`config.mk`:
```
export PLATFORM = sky130hd
export DESIGN_NAME = dea_round_ctrl
export DESIGN_NICKNAME = d
export VERILOG_FILES = /design/src/rtl/dea_round_ctrl.sv
export SDC_FILE = /design/constraint.sdc
export NUM_CORES = 1
export LEC_CHECK = 0
export CAP_MARGIN = 20
export CORE_AREA = 3 3 80 82
export DETAILED_ROUTE_END_ITERATION = 16
export DIE_AREA = 0 0 83 85
export GPL_TIMING_DRIVEN = 0
export PLACE_DENSITY = 0.45
export SYNTH_ARGS = -nofsm -noshare
export SYNTH_HDL_FRONTEND = slang
export SYNTH_SLANG_ARGS = --single-unit
```
`constraint.sdc`:
```
create_clock -name Clk_100M -period 3.7 [get_ports Clk_100M]
set_input_delay 0.74 -clock Clk_100M [delete_from_list [all_inputs] [get_ports Clk_100M]]
set_output_delay 0.74 -clock Clk_100M [all_outputs]
set_load 0.005 [all_outputs]
```
`src/rtl/dea_round_ctrl.sv`:
```
// Round sequencer for an iterated block cipher datapath: load, ROUNDS rounds,
// final permutation, then hold the result until the consumer takes it.
module dea_round_ctrl #(
   parameter int ROUNDS = 16,
   parameter int CNTW   = 16
) (
   input  logic            Clk_100M,
   input  logic            Reset,
   input  logic            start_valid,
   output logic            start_ready,
   input  logic            decrypt,
   input  logic            abort,
   output logic            dp_load,
   output logic            dp_round_en,
   output logic [3:0]      key_idx,
   output logic            dp_final,
   output logic            out_valid,
   input  logic            out_ready,
   output logic            busy,
   output logic [CNTW-1:0] blocks_done
);

   typedef enum logic [2:0] {IDLE, LOAD, ROUND, FINAL, HOLD} state_t;

   localparam logic [3:0] LAST = 4'(ROUNDS - 1);

   state_t     state;
   logic [3:0] rnd;
   logic       mode;
   logic [3:0] rnd_nxt;

   assign rnd_nxt = rnd + 4'd1;

   // Outputs are registered: each branch loads the values belonging to the
   // state being entered, so key_idx is computed one round ahead.
   always_ff @(posedge Clk_100M or posedge Reset) begin
      if (Reset) begin
         state       <= IDLE;
         rnd         <= '0;
         mode        <= 1'b0;
         blocks_done <= '0;
         start_ready <= 1'b1;
         busy        <= 1'b0;
         dp_load     <= 1'b0;
         dp_round_en <= 1'b0;
         dp_final    <= 1'b0;
         out_valid   <= 1'b0;
         key_idx     <= '0;
      end else begin
         dp_load     <= 1'b0;
         dp_round_en <= 1'b0;
         dp_final    <= 1'b0;
         key_idx     <= '0;
         // A HOLD handshake wins over abort so the result is still counted.
         if (abort && state != IDLE && !(state == HOLD && out_ready)) begin
            state       <= IDLE;
            rnd         <= '0;
            start_ready <= 1'b1;
            busy        <= 1'b0;
            out_valid   <= 1'b0;
         end else begin
            case (state)
               IDLE: begin
                  if (start_valid) begin
                     mode        <= decrypt;
                     state       <= LOAD;
                     dp_load     <= 1'b1;
                     start_ready <= 1'b0;
                     busy        <= 1'b1;
                  end
               end
               LOAD: begin
                  state       <= ROUND;
                  rnd         <= '0;
                  dp_round_en <= 1'b1;
                  key_idx     <= mode ? LAST : 4'd0;
               end
               ROUND: begin
                  if (rnd == LAST) begin
                     state    <= FINAL;
                     rnd      <= '0;
                     dp_final <= 1'b1;
                  end else begin
                     rnd         <= rnd_nxt;
                     dp_round_en <= 1'b1;
                     key_idx     <= mode ? (LAST - rnd_nxt) : rnd_nxt;
                  end
               end
               FINAL: begin
                  state     <= HOLD;
                  out_valid <= 1'b1;
               end
               HOLD: begin
                  if (out_ready) begin
                     state       <= IDLE;
                     out_valid   <= 1'b0;
                     start_ready <= 1'b1;
                     busy        <= 1'b0;
                     blocks_done <= blocks_done + CNTW'(1);
                  end
               end
               default: begin
                  state       <= IDLE;
                  rnd         <= '0;
                  start_ready <= 1'b1;
                  busy        <= 1'b0;
                  out_valid   <= 1'b0;
               end
            endcase
         end
      end
   end

endmodule
```
; Word level (Yosys, flattened, before mapping)
; Index checks and enable logic that the tools add are counted.
[totals]
ff_bits = 34
wordCells = 72
inputBits = 6
out_inout_bits = 26
[op_classes]
bitwise_logic = 1
eq_ne = 11
reduce_logical = 14
muxes = 32
addsub = 3
[op_table]
columns = operator, count
row1 = 4-bit two-way mux, 6
row2 = "16-bit by 1-bit adder with 16-bit output, second input constant", 1
row3 = 4-bit case mux with 2 select lines, 2
row4 = 1-bit two-way mux, 15
row5 = 3-bit case mux with 5 select lines, 1
row6 = 3-bit two-way mux, 4
row7 = 3-bit AND reduction, 4
row8 = 1-bit case mux with 3 select lines, 3
row9 = 3-bit OR reduction, 3
row10 = "3-bit by 2-bit equality test with 1-bit output, second input constant", 2
row11 = "2-bit by 1-bit inequality test with 1-bit output, second input constant", 3
row12 = "3-bit inequality test, second input constant", 2
row13 = "4-bit by 1-bit adder with 4-bit output, second input constant", 1
row14 = "4-bit equality test, second input constant", 1
row15 = "4-bit subtractor, first input constant", 1
row16 = "3-bit by 1-bit equality test with 1-bit output, second input constant", 1
row17 = "3-bit equality test, second input constant", 1
row18 = 1-bit logical AND, 3
row19 = 3-bit logical NOT, 1
row20 = "3-bit by 2-bit inequality test with 1-bit output, second input constant", 1
row21 = 3-bit nonzero test, 1
row22 = 1-bit case mux with 2 select lines, 1
row23 = 2-bit AND reduction, 1
row24 = 1-bit logical NOT, 1
row25 = 1-bit inverter, 1

; Logic depth before layout (Yosys ltp)
[depth]
word_depth = 6
depth_mapped = 5
depth_no_buf = 5

; Least setup slack after synthesis
; No wires, ideal clock.
[synth_timing]
path_kind = input-to-reg
from = input out_ready
to = register blocks_done[13]
slack_ns = 2.008
arrival_ns = 1.569
stages = 5
setup_ns = 0.124
path_buffers = 1
required_ns = 3.576
path_cell_list = and4bb_4 > and4_1 > buf_6 > nand4_4 > xnor2_2
[synth_via]
elab_chain_cells = 5
[synth_rtl]
columns = element, line_no
row1 = "start, declared", 18  ; input logic out_ready,
row2 = 1-bit logical AND, 55  ; if (abort && state != IDLE && !(state == HOLD && out_ready)) begin
row3 = 1-bit logical NOT, 55
row4 = 1-bit logical AND, 55
row5 = 1-bit inverter (no source line), n/a
row6 = 3-bit AND reduction (no source line) *, n/a
row7 = "end signal, assigned", 99  ; blocks_done <= blocks_done + CNTW'(1);
row8 = "end, declared", 20  ; output logic [CNTW-1:0] blocks_done
; Mark *: on every way between the ends. The rest lies on a longest branch, timed or not.
; A chain may end at the register's enable or synchronous reset.

; Worst setup path after layout
[layout_timing]
from = register start_ready
to = output start_ready
[layout_rtl]
columns = element, line_no
row1 = "start, declared", 10  ; output logic start_ready,
row2 = "start signal, assigned", 42  ; start_ready <= 1'b1;
row3 = "start signal, assigned", 58  ; start_ready <= 1'b1;
row4 = "start signal, assigned", 68  ; start_ready <= 1'b0;
; No word-level cell between the ends.

==> qor.yml <==
clkTransAtPathRegs_ps: 70
fin_crit_ps: 2042
worstPathArrival_ps: 1300
synthDistinctLibCells: 35
cts_resized: 0
slew_headroom_pct: 62.12
drt_first_iter_violations: 20
cts_buffers: 5
status: "finished, final reports clean"
r2r_start: "state[2]"
drc_errors: 0
grt_pass1_vias: 1198
clockBufferDepth: 2
io_pins: 32
die_area_sq_um: 7055
numPortBuffers: 31
antenna_found_initial: 0
setup_tns_ps: 0
dr.pass1.iters: 4
worst_path_max_delay_cell: "dfstp_2"
crit_chain: "clkdlybuf4s50_1"
nNetsFinal: 184
ctsHoldBuffers: 0
fin_util_pct: 36.51
post-route-period-util_pct: 55.18
timing.reg2reg.setup_slack_ps: 2200
critPathTopFamily: "flip-flops"
cts_tree: "done"
final_cell_mix: "dfrtp_1 (33), clkdlybuf4s50_1 (31), xnor2_1 (16)"
startpoint: "start_ready"
whs_ps: 460.0
core-area_sq_um: 5816
path_class: "reg2out"
r2r_end: "blocks_done[15]"
power_density_nw_per_um2: 501.9
h-tree-depth: 2
via_per_inst: 4.500
cap_violations: 0
antenna_left: 0
clockRootBuffer: "clkbuf_8"
routed_wl_microns: 3164
slowest_delay_ps: 530
grt_setup_unrepaired: "no"
dp_cells: 244
hpwl_microns: 2393
cp-end-kind: "output port"
syn_area_per_cell_sq_um: 11.68
layout-drive-gt1-share_pct: 13.56
hold_violations: 0
fill_cells: 616
clk_latency_ps: 280
critical_path.max_fanout: 2
syn_inst: 137
cts_setup_buffers: 0
power.leakage_nw: 0.9646
cp.required_ps: 2960
synthesis.area_sq_um: 1600
start_util_pct: 27.52
ys_seq_elements: 34
worst-path-stages: 1
skew_ps: 6.593
gr-total-overflow: 0
clock-sinks: 34
grt_first_pass_wirelength_microns: 5816
hp-class: "reg2reg"
path_buf_inv: 1
report.final.setup_viol: 0
syn_nets: 145
final_common_cell: "dfrtp_1"
max_slew.worst_pin.slew_ps: 567.6
cp-start-kind: "flip-flop"
ir_drop_mv: 0.2093
areaGrowthSynthToFinish_pct: 32.68
wire_per_inst_microns: 12.56
grtUsageTotal_pct: 10.09
slew_violations: 0
dieHeight_microns: 85
diodes: 0
layout.cells.non_filler: 252
gp_congestion: 0.7233
die_w_microns: 83
synth-seq-area-share_pct: 53.24
fmax_mhz: 489.8
grt_max_degree: 23
num_rows: 28
route.vias.total: 1134
rr_worst_depth: 5
yosysWarnings: 0
crit_end: "start_ready"
-- flip-flops by register name, indices dropped and copies added (netlist names) --
signal	flops
dp_final	1
mode	1
dp_load	1
state	3
key_idx	4
blocks_done	16
dp_round_en	1
busy	1
out_valid	1
rnd	4
start_ready	1
-- area by class of cell --
class | instances | area, sq um | share of cell area [%]
flip-flops and latches | 34 | 852.1 | 40.13
multi-input cells | 92 | 695.7 | 32.76
repair buffers | 32 | 337.8 | 15.91
well taps | 75 | 93.84 | 4.420
clock buffers | 7 | 86.33 | 4.066
plain buffers | 6 | 33.78 | 1.591
inverters | 5 | 18.77 | 0.8839
clock inverters | 1 | 5.005 | 0.2357
-- power breakdown --
group / internal (W) / leakage, nW / switching, W
combinational: 0.000172 / 0.458 / 0.000146
clock: 0.000150 / 0.0482 / 0.000128
sequential: 0.000433 / 0.458 / 0.0000369
-- per-stage QoR --
| step | power, W | area (sq um) | setup WS [ps] |
|---|---|---|---|
| CTS | 0.001090 | 2123 | 1628 |
| detailed placement | 0.0008009 | 2032 | 1383 |
| global route | 0.001150 | 2123 | 1524 |
| global placement | 0.0007905 | 2004 | 1382 |
| finish | 0.001066 | 2123 | 1658 |
| floorplan | 0.0006682 | 1600 | 2008 |
-- routing by layer --
layer / vias to the layer above / wire [microns] / track usage [%]
met4: 0 / 51 / 4.012
met5: - / 0 / 0
met1: 551 / 1346 / 11.17
met3: 6 / 199 / 3.981
met2: 29 / 1566 / 17.42
li1: 548 / - / -
-- logic make-up after synthesis --
logic type      after synthesis  share of synthesized area, %
simple gates                 46                         18.53
flops                        34                         53.24
xor+xnor                     23                         13.53
compound gates               17                         7.037
buf+inv                      11                         3.284
mux                           4                         2.814
fa+ha+maj                     2                         1.563
-- Yosys cell counts, drive strengths merged --
cell type / number / area share (%)
and3: 5 / 2.0
a32o: 1 / 0.63
ha: 2 / 1.6
nor2: 9 / 2.1
nand2: 7 / 1.6
nand3: 8 / 2.8
o21ai: 3 / 0.94
a211o: 1 / 0.55
nor4: 1 / 0.39
inv: 5 / 1.2
a31oi: 1 / 0.39
dfstp: 1 / 1.6
a22o: 3 / 1.6
mux2: 4 / 2.8
a41oi: 1 / 0.55
xnor2: 18 / 11
dfrtp: 33 / 52
and2: 2 / 0.78
xor2: 5 / 2.7
nor3b: 2 / 0.94
clkbuf: 2 / 0.47
and4bb: 2 / 1.8
nor2b: 2 / 0.78
buf: 4 / 1.6
a21oi: 6 / 1.9
and4: 3 / 1.6
nor3: 2 / 0.63
nand4: 3 / 3.0
a21o: 1 / 0.47
-- worst min path at each step --
stage	startpoint	endpoint	slack, ps	depth (start not counted)
after floorplan	start_ready	start_ready	450	2
after CTS	start_ready	start_ready	460	2
after global routing	start_ready	start_ready	480	2
after detailed placement	start_ready	start_ready	450	2
final	start_ready	start_ready	460	2
after global placement	start_ready	start_ready	450	2
Power figures use the tool's default switching activity.
